[config.mk]
export PLATFORM = sky130hd
export DESIGN_NAME = mul_seq_shift_add
export DESIGN_NICKNAME = d
export VERILOG_FILES = /design/src/rtl/mul_pkg.sv /design/src/rtl/mul_shift_add_dp.sv /design/src/rtl/mul_seq_shift_add.sv
export SDC_FILE = /design/constraint.sdc
export NUM_CORES = 1
export LEC_CHECK = 0
export CAP_MARGIN = 20
export CORE_MARGIN = 2
export CORE_UTILIZATION = 46
export DETAILED_ROUTE_END_ITERATION = 8
export GPL_TIMING_DRIVEN = 0
export HOLD_SLACK_MARGIN = 0.03
export PLACE_DENSITY_LB_ADDON = 0.25
export SYNTH_ARGS = -nofsm -noshare
export SYNTH_HDL_FRONTEND = slang
export SYNTH_SLANG_ARGS = --single-unit
export TNS_END_PERCENT = 10
[constraint.sdc]
create_clock -name clk -period 5.7 [get_ports clk]
set_input_delay 1.71 -clock clk [delete_from_list [all_inputs] [get_ports clk]]
set_output_delay 1.71 -clock clk [all_outputs]
set_load 0.03 [all_outputs]
[src/rtl/mul_pkg.sv]
// mul_pkg: state encoding and helpers shared by the sequential multipliers.
//   state_t   : FSM encoding (ST_IDLE, ST_BUSY, ST_DONE)
//   abs_twos  : magnitude of a w-bit two's complement value, returned as w-bit unsigned
//               (zero-extended in a 64-bit container, so operands up to 64 bits).
package mul_pkg;

  typedef enum logic [1:0] {
    ST_IDLE = 2'd0,
    ST_BUSY = 2'd1,
    ST_DONE = 2'd2
  } state_t;

  // The most-negative value maps to 2^(w-1), which still fits in w unsigned bits.
  function automatic logic [63:0] abs_twos(input logic [63:0] x, input int unsigned w);
    logic [63:0] mask;
    logic [63:0] r;
    mask = (w >= 64) ? '1 : ((64'd1 << w) - 64'd1);
    r    = x & mask;
    if (((r >> (w - 1)) & 64'd1) != 64'd0) begin
      r = (~r + 64'd1) & mask;
    end
    return r;
  endfunction

endpackage

[src/rtl/mul_shift_add_dp.sv]
// mul_shift_add_dp: datapath of the iterative shift-add multiplier.
//   clk, rst_n   : clock, synchronous active-low reset (clears z only)
//   load         : capture operand magnitudes and sign, clear the step counter
//   step         : perform one multiplier-bit iteration
//   a, b         : operands (WIDTH bits)
//   signed_mode  : 1 = two's complement operands, 0 = unsigned
//   last         : the current step is the final one
//   z            : product, loaded with the sign-corrected result on the final step
module mul_shift_add_dp
  import mul_pkg::*;
#(
  parameter int WIDTH = 8
) (
  input  logic               clk,
  input  logic               rst_n,
  input  logic               load,
  input  logic               step,
  input  logic [WIDTH-1:0]   a,
  input  logic [WIDTH-1:0]   b,
  input  logic               signed_mode,
  output logic               last,
  output logic [2*WIDTH-1:0] z
);

  localparam int CW = $clog2(WIDTH + 1);

  // acc = {acc_hi (WIDTH+1 bits, carry on top), acc_lo (WIDTH bits)}.
  // acc_lo starts as the multiplier magnitude and shifts out one bit per step
  // while product bits shift in from acc_hi.
  logic [WIDTH-1:0]   mag_a;
  logic [2*WIDTH:0]   acc;
  logic               neg;
  logic [CW-1:0]      count;

  logic [WIDTH-1:0]   mag_a_in;
  logic [WIDTH-1:0]   mag_b_in;
  logic [WIDTH:0]     sum;
  logic [2*WIDTH:0]   acc_next;
  logic [2*WIDTH-1:0] prod;
  logic [2*WIDTH-1:0] z_fix;

  always_comb begin
    mag_a_in = signed_mode ? WIDTH'(abs_twos(64'(a), WIDTH)) : a;
    mag_b_in = signed_mode ? WIDTH'(abs_twos(64'(b), WIDTH)) : b;
    // acc_hi's top bit is always 0 here (it was shifted down last step),
    // so this WIDTH+1-bit add cannot overflow.
    sum      = acc[0] ? (acc[2*WIDTH:WIDTH] + {1'b0, mag_a}) : acc[2*WIDTH:WIDTH];
    acc_next = {sum, acc[WIDTH-1:0]} >> 1;
    prod     = acc_next[2*WIDTH-1:0];
    // Negating a zero product yields zero, so no negative-zero special case.
    z_fix    = neg ? (~prod + (2*WIDTH)'(1)) : prod;
    last     = (count == CW'(WIDTH - 1));
  end

  always_ff @(posedge clk) begin
    if (load) begin
      mag_a <= mag_a_in;
      acc   <= {{(WIDTH + 1){1'b0}}, mag_b_in};
      neg   <= signed_mode & (a[WIDTH-1] ^ b[WIDTH-1]);
      count <= '0;
    end else if (step) begin
      acc   <= acc_next;
      count <= count + CW'(1);
    end
  end

  always_ff @(posedge clk) begin
    if (!rst_n) begin
      z <= '0;
    end else if (step && last) begin
      z <= z_fix;
    end
  end

endmodule

[src/rtl/mul_seq_shift_add.sv]
// mul_seq_shift_add: iterative radix-2 shift-add multiplier, unsigned or signed per op.
//   clk, rst_n   : clock, synchronous active-low reset
//   in_valid     : a, b, signed_mode valid       in_ready  : idle, can accept an op
//   a, b         : WIDTH-bit operands            signed_mode: 1 = two's complement
//   out_valid    : z holds a finished product    out_ready : consumer takes z
//   z            : 2*WIDTH-bit product
// An op takes WIDTH BUSY cycles, then waits in DONE until out_ready.
module mul_seq_shift_add
  import mul_pkg::*;
#(
  parameter int WIDTH = 8
) (
  input  logic               clk,
  input  logic               rst_n,
  input  logic               in_valid,
  output logic               in_ready,
  input  logic [WIDTH-1:0]   a,
  input  logic [WIDTH-1:0]   b,
  input  logic               signed_mode,
  output logic               out_valid,
  input  logic               out_ready,
  output logic [2*WIDTH-1:0] z
);

  state_t state;
  state_t state_next;
  logic   load;
  logic   step;
  logic   last;

  always_ff @(posedge clk) begin
    if (!rst_n) begin
      state <= ST_IDLE;
    end else begin
      state <= state_next;
    end
  end

  always_comb begin
    state_next = state;
    load       = 1'b0;
    step       = 1'b0;
    in_ready   = 1'b0;
    out_valid  = 1'b0;
    case (state)
      ST_IDLE: begin
        in_ready = 1'b1;
        if (in_valid) begin
          load       = 1'b1;
          state_next = ST_BUSY;
        end
      end
      ST_BUSY: begin
        step = 1'b1;
        if (last) begin
          state_next = ST_DONE;
        end
      end
      ST_DONE: begin
        out_valid = 1'b1;
        if (out_ready) begin
          state_next = ST_IDLE;
        end
      end
      default: state_next = ST_IDLE;
    endcase
  end

  mul_shift_add_dp #(
    .WIDTH(WIDTH)
  ) u_dp (
    .clk         (clk),
    .rst_n       (rst_n),
    .load        (load),
    .step        (step),
    .a           (a),
    .b           (b),
    .signed_mode (signed_mode),
    .last        (last),
    .z           (z)
  );

endmodule
After elaboration in Yosys (flattened, before gate mapping)
Cells that the tools add are included.
{"block": "classes", "n_addsub": 5, "reduce_logical": 4, "bitwise": 5, "n_eq_ne": 6, "muxes": 17}
{"operator": "8-bit 2-to-1 mux", "count": 6}
{"operator": "16-bit by 1-bit adder with 16-bit output (second input constant)", "count": 1}
{"operator": "8-bit by 1-bit adder with 8-bit output (second input constant)", "count": 2}
{"operator": "16-bit 2-to-1 mux", "count": 1}
{"operator": "16-bit inverter", "count": 1}
{"operator": "8-bit inverter", "count": 2}
{"operator": "8-bit by 8-bit adder with 9-bit output", "count": 1}
{"operator": "9-bit 2-to-1 mux", "count": 1}
{"operator": "2-bit 2-to-1 mux", "count": 3}
{"operator": "2-bit case mux with 3 select lines", "count": 1}
{"operator": "1-bit 2-to-1 mux", "count": 5}
{"operator": "4-bit by 1-bit adder with 4-bit output (second input constant)", "count": 1}
{"operator": "4-bit by 3-bit == test with 1-bit output (second input constant)", "count": 1}
{"operator": "2-bit inequality test (second input constant)", "count": 2}
{"operator": "3-bit AND reduction", "count": 1}
{"operator": "2-bit by 1-bit == test with 1-bit output (second input constant)", "count": 1}
{"operator": "2-bit == test (second input constant)", "count": 1}
{"operator": "2-bit zero test", "count": 1}
{"operator": "2-bit by 1-bit inequality test with 1-bit output (second input constant)", "count": 1}
{"operator": "2-bit nonzero test", "count": 1}
{"operator": "1-bit bitwise AND", "count": 1}
{"operator": "1-bit logical AND", "count": 1}
{"operator": "1-bit XOR", "count": 1}
{"block": "word_totals", "out_inout_bits": 18, "word_cells": 44, "regBits": 47}

Logic depth before layout (Yosys ltp)
{"block": "logic_depth", "word_depth": 5, "mapped_depth": 9, "ltp_nobuf": 9}

Modules after synthesis
From an unflattened synthesis, not the netlist that was laid out.
{"block": "hier_totals", "cells_unflattened": 320, "hier_area_um2": 2840.2}
{"module": "mul_shift_add_dp", "cells_each": 308, "seq_area_each_um2": 1071.0, "instances": 1, "area_per_inst_um2": 2728.9}
{"module": "mul_seq_shift_add", "cells_each": 12, "seq_area_each_um2": 40.0, "instances": 1, "area_per_inst_um2": 111.4}

Worst setup path after synthesis
OpenSTA, ideal clock, no wires.
{"block": "synth_path", "path_kind": "input to register", "start": "in in_valid", "end": "reg u_dp.acc[3] (data pin)", "t_required_ns": 5.414, "slack_ns": 2.772, "arrival_ns": 2.642, "path_stages": 4, "path_cell_list": "and2_1 -> clkbuf_1 -> clkbuf_1 -> a21oi_1"}
{"block": "synth_via", "elab_chain_cells": 3}
{"element": "start, declared", "line": "mul_seq_shift_add.sv:15", "rtl": "input logic in_valid,"}
{"element": "1-bit 2-to-1 mux", "line": "mul_seq_shift_add.sv:48", "rtl": "if (in_valid) begin"}
{"element": "1-bit 2-to-1 mux", "line": "mul_seq_shift_add.sv:45", "rtl": "case (state)"}
{"element": "named net load", "line": "mul_seq_shift_add.sv:27", "rtl": "logic load;"}
{"element": "8-bit 2-to-1 mux", "line": "mul_shift_add_dp.sv:56", "rtl": "if (load) begin"}
{"element": "end signal, assigned", "line": "mul_shift_add_dp.sv:58", "rtl": "acc <= {{(WIDTH + 1){1'b0}}, mag_b_in};"}
{"element": "end signal, assigned", "line": "mul_shift_add_dp.sv:62", "rtl": "acc <= acc_next;"}
{"element": "end, declared", "line": "mul_shift_add_dp.sv:31", "rtl": "logic [2*WIDTH:0] acc;"}
The timed path passes the listed nets, and every way through them passes these cells.
A chain may end at the register's enable or synchronous reset.

Final worst setup path
{"block": "layout_path", "start": "in in_valid", "end": "reg u_dp.acc[6] (data pin)"}
The elaborated chain is that of the path after synthesis.

==> flow_summary.toml <==
[detailed_routing]
postRouteAntennaNets = 0
via_count = 2260
viasPerCell = 5.33
drt-pass1-iter-count = 4
remaining_drc_errors = 0
routedWlPerCell_um = 13.2
routed_wl_um = 5590
drt_iter0_drc = 122

[floorplanning]
rows = 27
initial_core_util_pct = 48.4
core_area_mm2 = 0.00557
die_y_um = 80.6
io_pins = 39
die_w_um = 80.6
die-area_mm2 = 0.00649

[setup_path]
cp_data_arrival_time_ps = 3480
cp-end-kind = "flip-flop"
cp_common_cell = "clkbuf_1"
slowest_delay_ps = 730
r2r_slack_ps = 2790
path_cells = "clkdlybuf4s50_1, and2_1, clkbuf_1, clkbuf_1, a21oi_1"
crit_path_start_kind = "input port"
crit_type = "input port to flip-flop"
cpMaxStageDelayCell = "clkbuf_1"
worstPathRequired_ps = 5720
cp_max_fo = 18

[hold_path]
hp-class = "flip-flop to flip-flop"

[power]
peakVddDrop_mv = 0.131
leakage_nw = 1.22
power.density_mw_per_mm2 = 282

[yosys]
ys.flop_type = "dfxtp_1"
synth-edff-count = 17
synthesis.nets = 340
syn-cell-area_mm2 = 0.00270
ys_ff_latch = 47
seq_area_frac_synth_pct = 41.2
synth_cell_types = 48
ys_async_sr_fraction_pct = 0
yosysWarnings = 0
synth.avg_cell_area_um2 = 8.81
synth_cells = 306

[clock_network]
cts_resized = 0
cts-hold-fix-buffers = 0
htree_levels = 2
cts_tree = "yes"
clk_latency_ps = 300
cts_max_path_buffers = 2
clock-sinks = 47
cts_made_buffers = 5
post_cts_buffers = 0
clk_pin_slew_ps = 90
cts_root_buf = "clkbuf_8"

[sta]
hold_viol = 0
fin_crit_sh_pct = 60.7
finalCriticalPeriod_ps = 3460
tns_ps = 0
clock_skew_ps = 3.68
report.final.setup_viol = 0
fmax_mhz = 289
grt_setup_unrepaired = "no"
slew_viol_final = 0
max_slew_margin_pct = 39.5
hold_ws_ps = 452
worst_slew_pin_slew_ps = 908

[placement]
post-dp-hpwl_um = 4380
io_buffers = 38
dpl-instance-area_mm2 = 0.00317
place.gp.congestion = 0.803

[grt]
grt.met1_usage_pct = 26.7
antenna_found_initial = 0
grt_pass1_wl_um = 9800
grt_max_degree = 19
grt_util_all_layers_pct = 19.2
grt_util_met2_pct = 30.7
overflow = 0
grt_pass1_vias = 2131
top_usage_layer = "met2"
globalRouteMet3Util_pct = 3.93

[finish]
multi_input_area_mm2 = 0.00150
stdcell_area_mm2 = 0.00326
ff_latch_area_mm2 = 0.00111
layout-drive-gt1-share_pct = 4.55
nFillCells = 495
areaGrowthSynthToFinish_pct = 20.7
antennaDiodeCount = 0
final_net_count = 385

[flow_run]
maxCapViolations = 0

[run_status]
outcome = "complete, no violations"
==> report_power, final <==
part	leakage [nW]	internal, mW	switching (mW)	total, mW
Sequential	0.409	0.388	0.0375	0.425
Combinational	0.768	0.127	0.167	0.294
Clock	0.0418	0.0856	0.113	0.199
Total	1.22	0.601	0.317	0.918
==> cell usage after synthesis (all sizes together), types with 2 or more instances <==
| library cell | instances | area (µm²) |
|---|---|---|
| a31oi | 2 | 12.5 |
| nand4 | 5 | 31.3 |
| ha | 12 | 150 |
| edfxtp | 17 | 510 |
| and3 | 2 | 13.8 |
| nor3 | 7 | 40.0 |
| clkbuf | 9 | 33.8 |
| or3 | 4 | 25.0 |
| nor2 | 34 | 128 |
| o22ai | 2 | 12.5 |
| and2 | 4 | 25.0 |
| a21o | 3 | 22.5 |
| nand2 | 32 | 120 |
| o21ai | 18 | 90.1 |
| a21boi | 2 | 15.0 |
| xor2 | 15 | 131 |
| a211oi | 7 | 52.6 |
| mux2i | 5 | 50.1 |
| nor4 | 3 | 25.0 |
| nand3 | 7 | 35.0 |
| buf | 3 | 12.5 |
| inv | 11 | 41.3 |
| dfxtp | 30 | 601 |
| nand2b | 5 | 31.3 |
| a21oi | 29 | 145 |
| o31ai | 2 | 15.0 |
| nor2b | 5 | 31.3 |
| xnor2 | 14 | 123 |
| o41ai | 3 | 33.8 |
==> routing by layer <==
layer  routed length [µm]  share of wire (%)  vias to the layer above
met5                    0                  0                        -
met4                   29               0.52                        0
met3                  275                4.9                        2
met2                 2540                 45                       50
met1                 2750                 49                     1033
li1                     -                  -                     1175
==> metrics by stage <==
step	utilization (%)	power [mW]	cells	setup slack [ps]
2_1_floorplan	-	0.645	306	2770
3_3_place_gp	56.8	0.715	416	1910
3_5_place_dp	56.8	0.723	416	1920
4_1_cts	58.4	0.921	424	2210
5_1_grt	58.4	0.982	424	2040
6_report	58.4	0.918	424	2240
==> kinds of logic (layout without fill, tap and decap cells) <==
family / Yosys count / count (layout) / synth area share [%]
flip-flops: 47 / 47 / 41.2
adder cells (fa/ha/maj): 13 / 13 / 6.31
AND/OR/NAND/NOR: 113 / 113 / 20.3
multiplexers: 6 / 6 / 2.27
AO/OA/AOI/OAI: 75 / 75 / 17.3
buffers and inverters: 23 / 69 / 3.25
XOR/XNOR: 29 / 29 / 9.42
==> flip-flops by register name, indices dropped and copies added, names as in the netlist <==
| register | flops |
|---|---|
| state | 2 |
| u_dp.acc | 16 |
| u_dp.neg | 1 |
| u_dp.z | 16 |
| u_dp.mag_a | 8 |
| u_dp.count | 4 |
==> path summary, 6_finish.rpt <==
path                            cells past startpoint          end           from
worst min register to register                      2    u_dp.z[7]      u_dp.z[7]
worst max-delay path                                5  u_dp.acc[6]       in_valid
worst min-delay path                                2    u_dp.z[7]      u_dp.z[7]
worst max register to register                      9   u_dp.z[13]  u_dp.mag_a[0]
==> worst max-delay path: cells and delay by family <==
family / cells / cell delay (ps)
and+or+nand+nor: 1 / 120
AOI/OAI and AO/OA: 1 / 130
buffers and inverters: 3 / 1520
==> cell usage in the layout (no fill, tap or decap), types with 6 or more instances in the layout <==
cell type        netlist  final
clkbuf_1               9      9
clkdlybuf4s50_1        0     38
edfxtp_1              17     17
nand3_1                7      7
o21ai_0               18     18
nor3_1                 6      6
nor2_1                34     34
a21oi_1               29     29
inv_1                 11     11
nand2_1               32     32
ha_1                  12     12
dfxtp_1               30     30
xnor2_1               14     14
xor2_1                15     15
a211oi_1               7      7
==> layout make-up <==
class / count / share of cell area (%)
tap: 72 / 2.77
clock inverter: 3 / 0.615
multi-input combinational: 236 / 46.0
buffer: 12 / 1.42
sequential: 47 / 34.1
inverter: 11 / 1.27
clock buffer: 5 / 2.11
timing repair buffer: 38 / 11.7
(Power assumes the default switching activity.)
